<file path="src/rtl/instr_fetch_unit_pkg.sv">
// Shared definitions for the instruction-fetch stage: FSM states, reset PC
// default and the NOP word presented on a misaligned fetch target.
package instr_fetch_unit_pkg;

  typedef enum logic [2:0] {
    IDLE,
    REQ,
    WAIT,
    HOLD,
    DRAIN,
    FAULT
  } fetch_state_t;

  localparam logic [31:0] DEFAULT_RESET_PC = 32'h0000_0000;
  localparam logic [31:0] NOP_INSTR        = 32'h0000_0013;

  function automatic logic is_misaligned(input logic [31:0] addr);
    return addr[1:0] != 2'b00;
  endfunction

endpackage

</file>
<file path="src/rtl/instr_fetch_unit_pc_adder.sv">
// 32-bit sequential PC incrementer (PC + 4, wraps modulo 2^32).
module instr_fetch_unit_pc_adder (
  input  logic [31:0] pc,
  output logic [31:0] pc_plus4
);

  assign pc_plus4 = pc + 32'd4;

endmodule

</file>
<file path="src/rtl/instr_fetch_unit.sv">
// PC register and instruction-fetch FSM: one outstanding imem read, result
// handed to decode over valid/ready; redirects discard in-flight fetches.
module instr_fetch_unit
  import instr_fetch_unit_pkg::*;
#(
  parameter logic [31:0] RESET_PC = DEFAULT_RESET_PC
) (
  input  logic        clk,
  input  logic        rst,
  input  logic        redirect_valid,
  input  logic [31:0] redirect_pc,
  output logic        imem_req_valid,
  output logic [31:0] imem_req_addr,
  input  logic        imem_req_ready,
  input  logic        imem_rsp_valid,
  input  logic [31:0] imem_rsp_data,
  output logic        if_valid,
  output logic [31:0] if_pc,
  output logic [31:0] if_instr,
  output logic        if_fault,
  input  logic        if_ready
);

  fetch_state_t state_q, state_d, resume;
  logic [31:0]  pc_q, pc_d, pc_plus4;
  logic         fault_pend_q;
  logic         capture;
  logic         enter_fault;

  instr_fetch_unit_pc_adder u_pc_adder (
    .pc       (pc_q),
    .pc_plus4 (pc_plus4)
  );

  always_comb begin
    state_d     = state_q;
    pc_d        = pc_q;
    capture     = 1'b0;
    resume      = REQ;
    enter_fault = 1'b0;

    case (state_q)
      IDLE:    state_d = REQ;
      REQ:     if (imem_req_ready) state_d = WAIT;
      WAIT: begin
        if (imem_rsp_valid) begin
          state_d = HOLD;
          pc_d    = pc_plus4;
          capture = 1'b1;
        end
      end
      HOLD:    if (if_ready) state_d = REQ;
      DRAIN: begin
        if (imem_rsp_valid) state_d = is_misaligned(pc_q) ? FAULT : REQ;
      end
      FAULT:   state_d = FAULT;
      default: state_d = IDLE;
    endcase

    if (redirect_valid) begin
      pc_d    = redirect_pc;
      capture = 1'b0;
      resume  = is_misaligned(redirect_pc) ? FAULT : REQ;
      case (state_q)
        REQ:     state_d = imem_req_ready ? DRAIN : resume;
        WAIT:    state_d = imem_rsp_valid ? resume : DRAIN;
        // A response landing alongside a redirect still retires the drain,
        // otherwise the single outstanding response would be lost forever.
        DRAIN:   state_d = imem_rsp_valid ? resume : DRAIN;
        default: state_d = resume;
      endcase
    end

    enter_fault = (state_d == FAULT) && ((state_q != FAULT) || redirect_valid);
  end

  always_ff @(posedge clk) begin
    if (rst) begin
      state_q      <= IDLE;
      pc_q         <= RESET_PC;
      if_pc        <= '0;
      if_instr     <= '0;
      if_fault     <= 1'b0;
      fault_pend_q <= 1'b0;
    end else begin
      state_q <= state_d;
      pc_q    <= pc_d;

      if (capture) begin
        if_pc    <= pc_q;
        if_instr <= imem_rsp_data;
        if_fault <= 1'b0;
      end else if (enter_fault) begin
        if_pc    <= pc_d;
        if_instr <= NOP_INSTR;
        if_fault <= 1'b1;
      end

      if (enter_fault) begin
        fault_pend_q <= 1'b1;
      end else if ((state_d != FAULT) || if_ready) begin
        fault_pend_q <= 1'b0;
      end
    end
  end

  assign imem_req_valid = (state_q == REQ);
  assign imem_req_addr  = pc_q;
  assign if_valid       = (state_q == HOLD) || ((state_q == FAULT) && fault_pend_q);

endmodule

</file>
<file path="config.mk">
export PLATFORM = sky130hd
export DESIGN_NAME = instr_fetch_unit
export DESIGN_NICKNAME = d
export VERILOG_FILES = /design/src/rtl/instr_fetch_unit_pkg.sv /design/src/rtl/instr_fetch_unit_pc_adder.sv /design/src/rtl/instr_fetch_unit.sv
export SDC_FILE = /design/constraint.sdc
export NUM_CORES = 1
export LEC_CHECK = 0
export ABC_AREA = 1
export CORE_MARGIN = 1.5
export CORE_UTILIZATION = 40
export DETAILED_ROUTE_END_ITERATION = 6
export PLACE_DENSITY = 0.74
export SLEW_MARGIN = 40
export SYNTH_ARGS = -nofsm -noshare
export SYNTH_HDL_FRONTEND = slang
export SYNTH_HIERARCHICAL = 1
export SYNTH_SLANG_ARGS = --single-unit
</file>
<file path="constraint.sdc">
create_clock -name clk -period 5.3 [get_ports clk]
set_clock_uncertainty 0.15 [all_clocks]
set_input_delay 1.06 -clock clk [delete_from_list [all_inputs] [get_ports clk]]
set_output_delay 1.06 -clock clk [all_outputs]
set_load 0.03 [all_outputs]
</file>
==> results.py <==
metrics = {
    "outcome": {
        "result_of_the_run": "finished clean",
    },
    "route": {
        "detail_route.iter0.violations": 379,
        "vias": 5895,
        "drt-vias-per-instance": 4.99,
        "drtAntennaViolNets": 0,
        "postRouteWirelength_mm": 16.7,
        "dr.pass1.iters": 5,
        "remaining_drc_errors": 0,
        "routedWlPerCell_um": 14.2,
    },
    "place": {
        "finalWeightedCongestion": 0.888,
        "post_dp_hpwl_mm": 11.8,
        "place.port_buffers": 168,
        "placed_cells_incl_taps": 1166,
    },
    "floorplanning": {
        "dieHeight_um": 125,
        "die_ar_um2": 15700,
        "boundaryPins": 169,
        "core.rowCount": 44,
        "core_region_area_um2": 14500,
        "initial_utilization_pct": 41.0,
        "die_w_um": 125,
    },
    "clock_network": {
        "clk_root_buffer_cell": "clkbuf_16",
        "cts_made_buffers": 9,
        "worstSkewPairLatency_ns": 0.35,
        "clk_path_buf_depth": 2,
        "clk_pin_slew_ns": 0.07,
        "tritoncts": "done",
        "postCtsHoldBufs": 0,
        "cts_sinks": 101,
        "ctsResizeCount": 0,
        "cts_max_level": 3,
        "cts_setup_buffers": 0,
    },
    "global_routing": {
        "grt_pass1_vias": 5318,
        "grt_remaining_overflow": 0,
        "initial_antenna_violation_count": 0,
        "gr_usage_total_pct": 21.5,
        "grt_pass1_wl_mm": 27.6,
        "grt_max_degree": 89,
    },
    "logic_synthesis": {
        "synth_edf_count": 0,
        "synth.lib_cells_used.distinct": 35,
        "postSynthAreaPerCell_um2": 6.90,
        "leading_register_cell_type_out_of_synthesis": "dfxtp_1",
        "synth.ff_latch_count": 101,
        "post-synth-top-area-fraction_pct": 33.9,
        "netlist_top_cells_area": "dfxtp_1 (34%), nand2_1 (15%), a21oi_1 (8.4%)",
        "synth_area_um2": 5970,
        "syn-instance-count": 864,
        "synth-warning-count": 6,
        "postSynthNetCount": 935,
        "asyncSetResetFlopFracSynth_pct": 0,
        "synth_seq_area_share_pct": 33.9,
        "yosys.area.top_type": "dfxtp_1",
    },
    "final_layout": {
        "fin_cells": 1182,
        "layout-drive-gt1-share_pct": 12.2,
        "final.fill_count": 1413,
        "syn_to_final_growth_pct": 32.5,
        "fin_util_pct": 54.4,
        "final_net_count": 1064,
        "antennaDiodeCount": 0,
    },
    "worst_setup_path": {
        "timing.rr.start": "state_q[2]",
        "timing.reg2reg.worst_path_depth": 12,
        "setup.worst_path.class": "in2reg",
        "regToRegEndpoint": "if_pc[25]",
        "worst-r2r-setup-slack_ns": 2.57,
        "worstPathMaxFanout": 50,
        "critical_path_arrival_ns": 3.44,
        "setup.worst_path.start_class": "primary input",
        "cp-end-kind": "register",
        "cp.required_ns": 5.39,
    },
    "flow_run": {
        "max-cap-violations": 0,
    },
    "sta": {
        "whs_ns": 0.312,
        "fmaxAchievable_mhz": 299,
        "worstMarginPinSlew_ns": 0.722,
        "finalMaxSlewViolations": 0,
        "setup_viol": 0,
        "hold_violations": 0,
        "min_period_ns": 3.34,
        "setup_total_negative_slack_ns": 0,
        "rsz_0062_raised_after_global_routing": "no",
        "slew_headroom_pct": 51.8,
        "post-route-period-util_pct": 63.1,
    },
    "min_path": {
        "worst_hold_path.num_cells": 2,
        "min-delay-path-class": "reg2reg",
        "whs_endpoint": "if_fault",
        "launch_instance_of_the_worst_min_delay_path": "if_fault",
    },
    "power_and_ir_drop": {
        "vdd_drop_max_uv": 206,
        "power.density_nw_per_um2": 259,
        "leakage_uw": 0.00316,
    },
}
==> state kept, by name, summed over array words and instances (netlist names) <==
name	count
if_pc	32
imem_req_addr	32
if_instr	32
state_q	3
if_fault	1
fault_pend_q	1
==> layer usage <==
layer	share of wire (%)	wire length, um	vias up	track usage (%)
met1	47	7820	2638	29.5
li1	-	-	3040	-
met4	1.5	252	0	5.61
met5	0	0	-	0
met2	46	7660	198	34.3
met3	6.0	1010	19	4.71
==> critical path, cell delays in order <==
cell             delay, ns
clkdlybuf4s50_1       0.53
inv_1                 0.07
nor2_1                0.17
nand3_1               0.11
nand4_1               0.10
nand2_1               0.11
nand3_4               0.50
nand2_2               0.45
o21ai_1               0.25
inv_1                 0.05
==> synth_stat cells (2+ instances only) <==
| cell | instances |
|---|---|
| nor2_2 | 11 |
| buf_4 | 4 |
| buf_1 | 4 |
| xnor2_1 | 5 |
| nand3_1 | 15 |
| inv_1 | 59 |
| nor2_4 | 7 |
| nand2_1 | 246 |
| a21oi_1 | 100 |
| buf_12 | 3 |
| inv_2 | 5 |
| o21ai_0 | 23 |
| nor2_8 | 2 |
| nor3_1 | 2 |
| nand3_2 | 29 |
| nand2_2 | 3 |
| and2_1 | 2 |
| nand2_4 | 3 |
| nand3b_2 | 6 |
| clkbuf_1 | 19 |
| xor2_1 | 9 |
| nor2_1 | 84 |
| buf_6 | 4 |
| a21oi_2 | 29 |
| buf_8 | 2 |
| o21ai_1 | 41 |
| dfxtp_1 | 101 |
| nand3b_1 | 21 |
| buf_2 | 19 |
==> per-stage QoR <==
| step | setup slack [ns] | instance area (um2) | total power, uW |
|---|---|---|---|
| floorplan | 2.85 | 5970 | 1170 |
| CTS | 1.98 | 7910 | 2080 |
| detailed placement | 1.62 | 7580 | 1350 |
| finish | 1.96 | 7910 | 2050 |
| global route | 1.68 | 7910 | 2150 |
| global placement | 1.67 | 7580 | 1350 |
==> worst max path at each step <==
stage,start,endpoint,slack (ns),depth (start not counted)
6_report,imem_rsp_valid,if_instr[0],1.96,10
5_1_grt,imem_rsp_valid,if_pc[25],1.68,11
4_1_cts,imem_rsp_valid,if_pc[25],1.98,11
3_5_place_dp,imem_rsp_valid,if_instr[0],1.62,10
3_3_place_gp,imem_rsp_valid,if_pc[30],1.67,11
2_1_floorplan,redirect_valid,if_pc[20],2.85,10
==> cells by family (layout without fill, tap and decap cells) <==
logic type,count (synthesis),count (layout),share of synthesized area (%)
and+or+nand+nor,433,433,35.5
AOI/OAI and AO/OA,195,195,18.3
buffers and inverters,119,253,9.84
DFF,101,101,33.9
xor gates and xnor gates,15,15,2.33
adders and majority gates,1,1,0.210
==> layout make-up <==
type                            count  area [um2]  share of cell area (%)
Sequential cell                   101        2020                    25.6
Timing Repair Buffer              173        1730                    21.9
Clock inverter                      7        98.8                    1.25
Clock buffer                        9         225                    2.85
Inverter                           64         243                    3.07
Tap cell                          184         230                    2.91
Multi-Input combinational cell    644        3360                    42.5
==> report_power, final <==
part	internal, uW	switching, uW	total [uW]	leakage, uW
clock	417	303	719	0.000156
combinational	200	278	478	0.00217
sequential	808	45.1	853	0.000827
==> placed cells by master, fill, tap and decap left out, types with 2 or more instances in the layout <==
cell	synthesis	final
nor2_1	84	84
o21ai_1	41	41
nand2_4	3	3
o21ai_0	23	23
nor2_2	11	11
nand3b_2	6	6
clkinv_4	0	2
nand3_1	15	15
buf_4	4	4
nor2_8	2	2
nor2_4	7	7
dfxtp_1	101	101
clkdlybuf4s50_1	0	166
nand2_1	246	245
nand3b_1	21	21
xnor2_1	5	5
inv_1	59	58
nand2_2	3	4
xor2_1	9	9
clkbuf_16	0	9
and2_1	2	2
a21oi_2	29	29
a21oi_1	100	100
nand3_2	29	29
nor3_1	2	2
bufinv_16	0	2
inv_2	5	5
Power figures use the tool's default switching activity.
